[src/rtl/uart_rx_param.sv]
// uart_rx_param: parametrised UART receiver.
// Each bit is decided by a 3-sample majority vote around its centre. The stop bit is checked,
// and received words sit in a valid/ready holding register that flags overruns.
// Define UART_RX_PARITY_EN to add a parity bit after the data bits. Otherwise parity_err is 0.

module uart_rx_param #(
    parameter int unsigned DATA_BITS = 8,
    parameter int unsigned DIV_W     = 16
) (
    input  logic                 clk,
    input  logic                 rst,
    input  logic                 rx,
    input  logic [DIV_W-1:0]     baud_div,
    input  logic                 parity_odd,
    input  logic                 rx_ready,
    output logic                 rx_valid,
    output logic [DATA_BITS-1:0] rx_data,
    output logic                 frame_err,
    output logic                 parity_err,
    output logic                 overrun_err,
    output logic                 busy
);

    localparam int unsigned CntW = $clog2(DATA_BITS + 1);

`ifdef UART_RX_PARITY_EN
    typedef enum logic [2:0] {StIdle, StStart, StData, StParity, StStop} state_e;
`else
    typedef enum logic [1:0] {StIdle, StStart, StData, StStop} state_e;
`endif

    state_e               state_q, state_d;
    logic [1:0]           sync_q;
    logic                 rx_s, rx_dly_q, rx_fall;
    logic [DIV_W-1:0]     tcnt_q, tcnt_d, div_q, div_d, half;
    logic                 at_s0, at_s1, at_vote, at_wrap;
    logic                 s0_q, s0_d, s1_q, s1_d, vote;
    logic [CntW-1:0]      bcnt_q, bcnt_d;
    logic [DATA_BITS-1:0] shreg_q, shreg_d;
    logic                 perr_frm_q, perr_frm_d;   // parity result of the frame in flight
    logic                 stop_vote;
    logic                 valid_q, valid_d;
    logic [DATA_BITS-1:0] data_q, data_d;
    logic                 ferr_q, ferr_d, perr_q, perr_d, ovr_q, ovr_d;

`ifdef UART_RX_PARITY_EN
    logic                 par_odd_q, par_odd_d;
`else
    logic                 unused_parity_odd;
    assign unused_parity_odd = parity_odd;
`endif

    // Two-flop synchroniser plus a delayed copy for falling-edge detect
    always_ff @(posedge clk or posedge rst) begin
        if (rst) begin
            sync_q   <= 2'b11;
            rx_dly_q <= 1'b1;
        end else begin
            sync_q   <= {sync_q[0], rx};
            rx_dly_q <= sync_q[1];
        end
    end

    assign rx_s    = sync_q[1];
    assign rx_fall = rx_dly_q & ~rx_s;

    assign half    = div_q >> 1;
    assign at_s0   = (tcnt_q == half - DIV_W'(1));
    assign at_s1   = (tcnt_q == half);
    assign at_vote = (tcnt_q == half + DIV_W'(1));
    assign at_wrap = (tcnt_q == div_q - DIV_W'(1));
    assign vote    = (s0_q & s1_q) | (s0_q & rx_s) | (s1_q & rx_s);

    // Next-state, bit timer, sampling and holding-register logic
    always_comb begin
        state_d    = state_q;
        tcnt_d     = at_wrap ? '0 : tcnt_q + DIV_W'(1);
        div_d      = div_q;
        s0_d       = at_s0 ? rx_s : s0_q;
        s1_d       = at_s1 ? rx_s : s1_q;
        bcnt_d     = bcnt_q;
        shreg_d    = shreg_q;
        perr_frm_d = perr_frm_q;
        stop_vote  = 1'b0;
`ifdef UART_RX_PARITY_EN
        par_odd_d  = par_odd_q;
`endif
        valid_d    = valid_q;
        data_d     = data_q;
        ferr_d     = ferr_q;
        perr_d     = perr_q;
        ovr_d      = 1'b0;

        case (state_q)
            StIdle: begin
                tcnt_d = '0;
                if (rx_fall) begin
                    div_d      = baud_div;
                    bcnt_d     = '0;
                    perr_frm_d = 1'b0;
`ifdef UART_RX_PARITY_EN
                    par_odd_d  = parity_odd;
`endif
                    state_d    = StStart;
                end
            end
            StStart: begin
                if (at_vote) begin
                    state_d = vote ? StIdle : StData;
                end
            end
            StData: begin
                if (at_vote) begin
                    // LSB arrives first, so shifting in at the top leaves it at bit 0
                    shreg_d = {vote, shreg_q[DATA_BITS-1:1]};
                    bcnt_d  = bcnt_q + CntW'(1);
                    if (bcnt_q == CntW'(DATA_BITS - 1)) begin
`ifdef UART_RX_PARITY_EN
                        state_d = StParity;
`else
                        state_d = StStop;
`endif
                    end
                end
            end
`ifdef UART_RX_PARITY_EN
            StParity: begin
                if (at_vote) begin
                    perr_frm_d = ((^shreg_q) ^ vote) != par_odd_q;
                    state_d    = StStop;
                end
            end
`endif
            StStop: begin
                if (at_vote) begin
                    stop_vote = 1'b1;
                    // Back to idle mid stop bit so a following start edge is not missed
                    state_d   = StIdle;
                end
            end
            default: state_d = StIdle;
        endcase

        if (stop_vote) begin
            if (!valid_q || rx_ready) begin
                valid_d = 1'b1;
                data_d  = shreg_q;
                ferr_d  = ~vote;
                perr_d  = perr_frm_q;
            end else begin
                ovr_d   = 1'b1;
            end
        end else if (valid_q && rx_ready) begin
            valid_d = 1'b0;
        end
    end

    // State and datapath registers
    always_ff @(posedge clk or posedge rst) begin
        if (rst) begin
            state_q    <= StIdle;
            tcnt_q     <= '0;
            div_q      <= '0;
            s0_q       <= 1'b1;
            s1_q       <= 1'b1;
            bcnt_q     <= '0;
            shreg_q    <= '0;
            perr_frm_q <= 1'b0;
`ifdef UART_RX_PARITY_EN
            par_odd_q  <= 1'b0;
`endif
            valid_q    <= 1'b0;
            data_q     <= '0;
            ferr_q     <= 1'b0;
            perr_q     <= 1'b0;
            ovr_q      <= 1'b0;
        end else begin
            state_q    <= state_d;
            tcnt_q     <= tcnt_d;
            div_q      <= div_d;
            s0_q       <= s0_d;
            s1_q       <= s1_d;
            bcnt_q     <= bcnt_d;
            shreg_q    <= shreg_d;
            perr_frm_q <= perr_frm_d;
`ifdef UART_RX_PARITY_EN
            par_odd_q  <= par_odd_d;
`endif
            valid_q    <= valid_d;
            data_q     <= data_d;
            ferr_q     <= ferr_d;
            perr_q     <= perr_d;
            ovr_q      <= ovr_d;
        end
    end

    assign rx_valid    = valid_q;
    assign rx_data     = data_q;
    assign frame_err   = ferr_q;
    assign parity_err  = perr_q;
    assign overrun_err = ovr_q;
    assign busy        = (state_q != StIdle);

endmodule

[config.mk]
export PLATFORM = sky130hd
export DESIGN_NAME = uart_rx_param
export DESIGN_NICKNAME = d
export VERILOG_FILES = /design/src/rtl/uart_rx_param.sv
export SDC_FILE = /design/constraint.sdc
export NUM_CORES = 1
export LEC_CHECK = 0
export BUFFER_PORTS_ARGS = -buffer_cell sky130_fd_sc_hd__clkbuf_2
export CORE_MARGIN = 2
export CORE_UTILIZATION = 60
export CTS_BUF_LIST = sky130_fd_sc_hd__clkbuf_8
export CTS_CLUSTER_DIAMETER = 80
export DETAILED_ROUTE_END_ITERATION = 12
export PLACE_DENSITY = 0.82
export SETUP_SLACK_MARGIN = 0.2
export SLEW_MARGIN = 20
export SYNTH_ARGS = -nofsm -noshare
export SYNTH_HDL_FRONTEND = slang
export SYNTH_SLANG_ARGS = --single-unit
[constraint.sdc]
create_clock -name clk -period 3.7 [get_ports clk]
set_clock_uncertainty 0.05 [all_clocks]
set_input_delay 0.74 -clock clk [delete_from_list [all_inputs] [get_ports clk]]
set_output_delay 0.74 -clock clk [all_outputs]
set_load 0.05 [all_outputs]
# Yosys cells after proc, flatten, opt, wreduce, memory -nomap -nowiden
# Index checks and enable logic that the tools add are counted.
# word_totals
inputBits	21
output_inout_bits	13
register_bits	62
elab_cells	72
# classes
reduce_logical	13
mux	19
n_bitwise	8
eq_ne	14
addsub	5
# op_table
cell	n
16-bit == test	3
16-bit two-way mux	2
15-bit by 1-bit adder with 16-bit output, second input constant	1
16-bit by 1-bit adder with 16-bit output, second input constant	1
16-bit by 15-bit == test with 1-bit output	1
15-bit by 1-bit subtractor with 16-bit output, second input constant	1
16-bit by 1-bit subtractor with 16-bit output, second input constant	1
2-bit two-way mux	6
2-bit inequality test, second input constant	5
4-bit two-way mux	2
2-bit case mux with 4 select lines	1
4-bit case mux with 2 select lines	1
2-bit AND reduction	4
1-bit two-way mux	7
2-bit nonzero test	3
5-bit AND reduction	1
4-bit by 1-bit adder with 4-bit output, second input constant	1
1-bit bitwise AND	4
2-bit == test, second input constant	2
4-bit by 3-bit == test with 1-bit output, second input constant	1
3-bit AND reduction	1
2-bit by 1-bit == test with 1-bit output, second input constant	1
2-bit zero test	1
2-bit by 1-bit inequality test with 1-bit output, second input constant	1
other kinds (5)	7

# Logic depth before layout (Yosys ltp)
# depth
ltp_word	6
depth_mapped	11
depth_no_buf	9

# Worst setup path before layout
# Ideal clock, no wire load.
# synth_timing
path_type	register to register
startpoint	register div_q[2]
endpoint	register tcnt_q[0]
required_ns	3.525
arrival_time_ns	2.684
path_stages_with_launch	12
n_path_buf	2
path_slack_ns	0.842
setup_time_ns	0.125
synth_period_minus_slack_ns	2.858
cell_sequence	dfrtp_1 buf_2 inv_1 ha_1 a21boi_2 xnor2_1 a2111oi_0 nand4_1 or4_1 o41ai_4 buf_6 nor2_1
# synth_between
elab_chain_cells	4
# synth_rtl
element	line_no	rtl
start, declared	35	logic [DIV_W-1:0] tcnt_q, tcnt_d, div_q, div_d, half;
start signal, assigned	180	div_q <= div_d;
16-bit by 1-bit subtractor with 16-bit output	71	assign at_wrap = (tcnt_q == div_q - DIV_W'(1));
16-bit == test	71	
16-bit two-way mux	77	tcnt_d = at_wrap ? '0 : tcnt_q + DIV_W'(1);
16-bit two-way mux	94	case (state_q)
named net tcnt_d[0]	35	
end signal, assigned	179	tcnt_q <= tcnt_d;
end, declared	35	
# The timed path passes the listed nets, and every way through them passes these cells.
# A chain may end at the register's enable or synchronous reset.

# Final worst setup path
# layout_timing
startpoint	register div_q[2]
endpoint	register data_q[5], in the netlist rx_data[5]
# layout_between
elab_chain_cells	5
# layout_rtl
element	line_no	rtl
15-bit by 1-bit adder with 16-bit output	70	assign at_vote = (tcnt_q == half + DIV_W'(1));
16-bit == test	70	
1-bit two-way mux	135	if (at_vote) begin
1-bit two-way mux	94	
2-bit AND reduction (no source line)	n/a	
end signal, assigned	190	data_q <= data_d;
end, declared	43	logic [DATA_BITS-1:0] data_q, data_d;
# No other way between the ends.

==> flow_summary.json <==
{
  "start_util": 0.625,
  "cts_setup_buffers": 0,
  "utilization": 0.673,
  "irDropWorstVdd_mv": 0.387,
  "fmax_ghz": 0.299,
  "vias_per_cell": 5.79,
  "cts_hold_buf": 0,
  "die_h_um": 88.4,
  "pre_cts_ws_ns": 0.352,
  "p_leak_nw": 2.04,
  "antenna_cells": 0,
  "syn-instance-count": 462,
  "cts_tree": "built",
  "synthFlopType": "dfrtp_1",
  "synth_most_common_cell": "nand2_1",
  "antenna_found_initial": 0,
  "syn_to_final_growth_pct": 7.71,
  "synth_largest_area_cell": "dfrtp_1",
  "drive_above_1_share": 0.194,
  "gp_congestion": 0.926,
  "maxCapViolCount": 0,
  "synth_commonest_cells": "nand2_1, dfrtp_1, xnor2_1",
  "track_usage": 0.256,
  "ant_nets": 0,
  "period_share": 0.904,
  "drc": 0,
  "dieArea_mm2": 0.00781,
  "worst_slack_ns": 0.354,
  "slew_headroom": 0.570,
  "avgSynthCellArea_um2": 9.24,
  "hold_class": "reg -> reg",
  "ios": 34,
  "synth_edf_count": 0,
  "finalCriticalPeriod_ns": 3.35,
  "htree_num_levels": 3,
  "num_vias": 3337,
  "dr.first_iter.drc_count": 236,
  "postPlaceCellArea_mm2": 0.00440,
  "ctsLongestPathBuffers": 2,
  "worst_pin_slew_ns": 0.644,
  "worstPathArrival_ns": 3.54,
  "fillers": 551,
  "core_region_area_mm2": 0.00683,
  "slew_violations": 0,
  "hold_viol": 0,
  "numPortBuffers": 31,
  "multi_input_area_mm2": 0.00249,
  "synth_area_mm2": 0.00427,
  "grt_pass1_wl_mm": 15.3,
  "required_ns": 3.90,
  "fp.dieW_um": 88.4,
  "p_per_area_mw_per_mm2": 676,
  "ys_seq_elements": 62,
  "yosysSeqAreaShare": 0.365,
  "start_kind": "register",
  "fp-row-count": 30,
  "rsz0062_at_grt": "false",
  "path_class": "reg -> reg",
  "synth.distinct_cells": 64,
  "syn_nets": 489,
  "clk_pin_slew_ns": 0.07,
  "cts.sink_count": 62,
  "yosysTopAreaCellShare": 0.334,
  "grt_pass1_vias": 3222,
  "crit_fanout": 11,
  "gr-total-overflow": 0,
  "cts_resized": 0,
  "synth_warnings": 0,
  "synth_area_leaders": "dfrtp_1, xnor2_1, nand2_1",
  "firstDrtPassIters": 5,
  "final.setup.tns_ns": 0,
  "grt_max_degree": 40,
  "finalWirelength_mm": 8.95,
  "cts-root-buf": "clkbuf_8",
  "status": "finished, final reports clean",
  "wire_per_inst_um": 15.5,
  "final_net_count": 502,
  "cts-buffers-inserted": 9,
  "regArea_mm2": 0.00156,
  "post-route-cell-area_mm2": 0.00460,
  "async_flop_share": 1.00,
  "finalSetupViolCount": 0,
  "cp-end-kind": "register",
  "insertion_delay_ns": 0.37,
  "dpl.hpwl_mm": 6.65
}
==> layer usage <==
metal / vias up / track usage / routed length (um)
li1: 1622 / - / -
met1: 1604 / 0.349 / 4170
met2: 88 / 0.387 / 4120
met3: 23 / 0.0606 / 443
met4: 0 / 0.117 / 208
met5: - / 0 / 0
==> per-stage QoR <==
step / hold WS (ns) / power (mW) / std cells
finish: 0.307 / 3.11 / 576
global route: 0.316 / 3.34 / 576
CTS: 0.309 / 3.10 / 576
detailed placement: 0.299 / 2.49 / 560
global placement: 0.297 / 2.42 / 560
floorplan: 0.295 / 2.24 / 462
==> cell usage in the layout (no fill, tap or decap), types with 4 or more instances in the layout <==
cell / synthesis / layout
nand2_1: 71 / 71
dfrtp_1: 57 / 57
xnor2_1: 41 / 41
nor2_1: 33 / 33
clkbuf_2: 0 / 31
xor2_1: 27 / 27
nand3_1: 19 / 19
mux2_4: 14 / 14
and3_1: 13 / 13
nor3_1: 12 / 12
nand4_1: 12 / 12
nor4_1: 9 / 9
clkbuf_8: 0 / 9
inv_1: 9 / 8
a21oi_1: 7 / 7
o21ai_0: 7 / 7
nand2b_1: 6 / 6
ha_1: 6 / 6
buf_4: 6 / 6
nor4b_1: 5 / 5
a31oi_1: 5 / 5
mux2i_1: 5 / 5
dfstp_2: 5 / 5
nor2b_1: 4 / 4
a31o_1: 4 / 4
mux2_1: 4 / 4
==> logic make-up after synthesis <==
logic type | Yosys count | synth area share
simple gates | 207 | 0.254
flops | 62 | 0.365
mux | 25 | 0.0768
other cells | 1 | 0.000878
buf+inv | 44 | 0.0533
fa+ha+maj | 7 | 0.0199
compound gates | 46 | 0.0829
xor+xnor | 70 | 0.147
==> layout make-up <==
| class | instances | share of cell area |
|---|---|---|
| clock buffers | 9 | 0.0269 |
| clock inverters | 7 | 0.0158 |
| flip-flops and latches | 62 | 0.339 |
| well taps | 96 | 0.0261 |
| repair buffers | 37 | 0.0435 |
| inverters | 9 | 0.00734 |
| multi-input cells | 356 | 0.542 |
==> power by group <==
| group | total [mW] | switching (mW) | internal (mW) | leakage [nW] |
|---|---|---|---|---|
| registers | 1.15 | 0.357 | 0.798 | 0.796 |
| logic | 1.35 | 0.762 | 0.587 | 1.14 |
| clock network | 0.603 | 0.292 | 0.311 | 0.0956 |
==> worst max-delay path: stages (launching register included) <==
cell       delay (ns)
dfrtp_1          0.58
ha_1             0.31
nand2_1          0.17
or4_4            0.55
a21oi_2          0.19
nand3_2          0.11
a2111oi_4        0.52
and3_1           0.23
buf_4            0.21
mux2_4           0.32
==> flip-flops by register name, indices dropped and copies added, names as in the netlist, named ones only <==
register,cells
bcnt_q,4
div_q,16
frame_err,1
overrun_err,1
rx_data,8
rx_dly_q,1
rx_valid,1
s0_q,1
s1_q,1
shreg_q,8
state_q,1
sync_q,2
tcnt_q,16
==> final timing paths <==
path                       startpoint  cells after the start  slack (ns)          to
hold / removal              sync_q[0]                      0        0.31   sync_q[1]
max in group asynchronous         rst                      3        2.39    rx_dly_q
min in group asynchronous         rst                      2        0.32   bcnt_q[1]
hold reg to reg             sync_q[0]                      0        0.31   sync_q[1]
setup / recovery             div_q[2]                      9        0.35  rx_data[5]
setup reg to reg             div_q[2]                      9        0.35  rx_data[5]
Note: power is estimated with default switching activity, not from simulation.
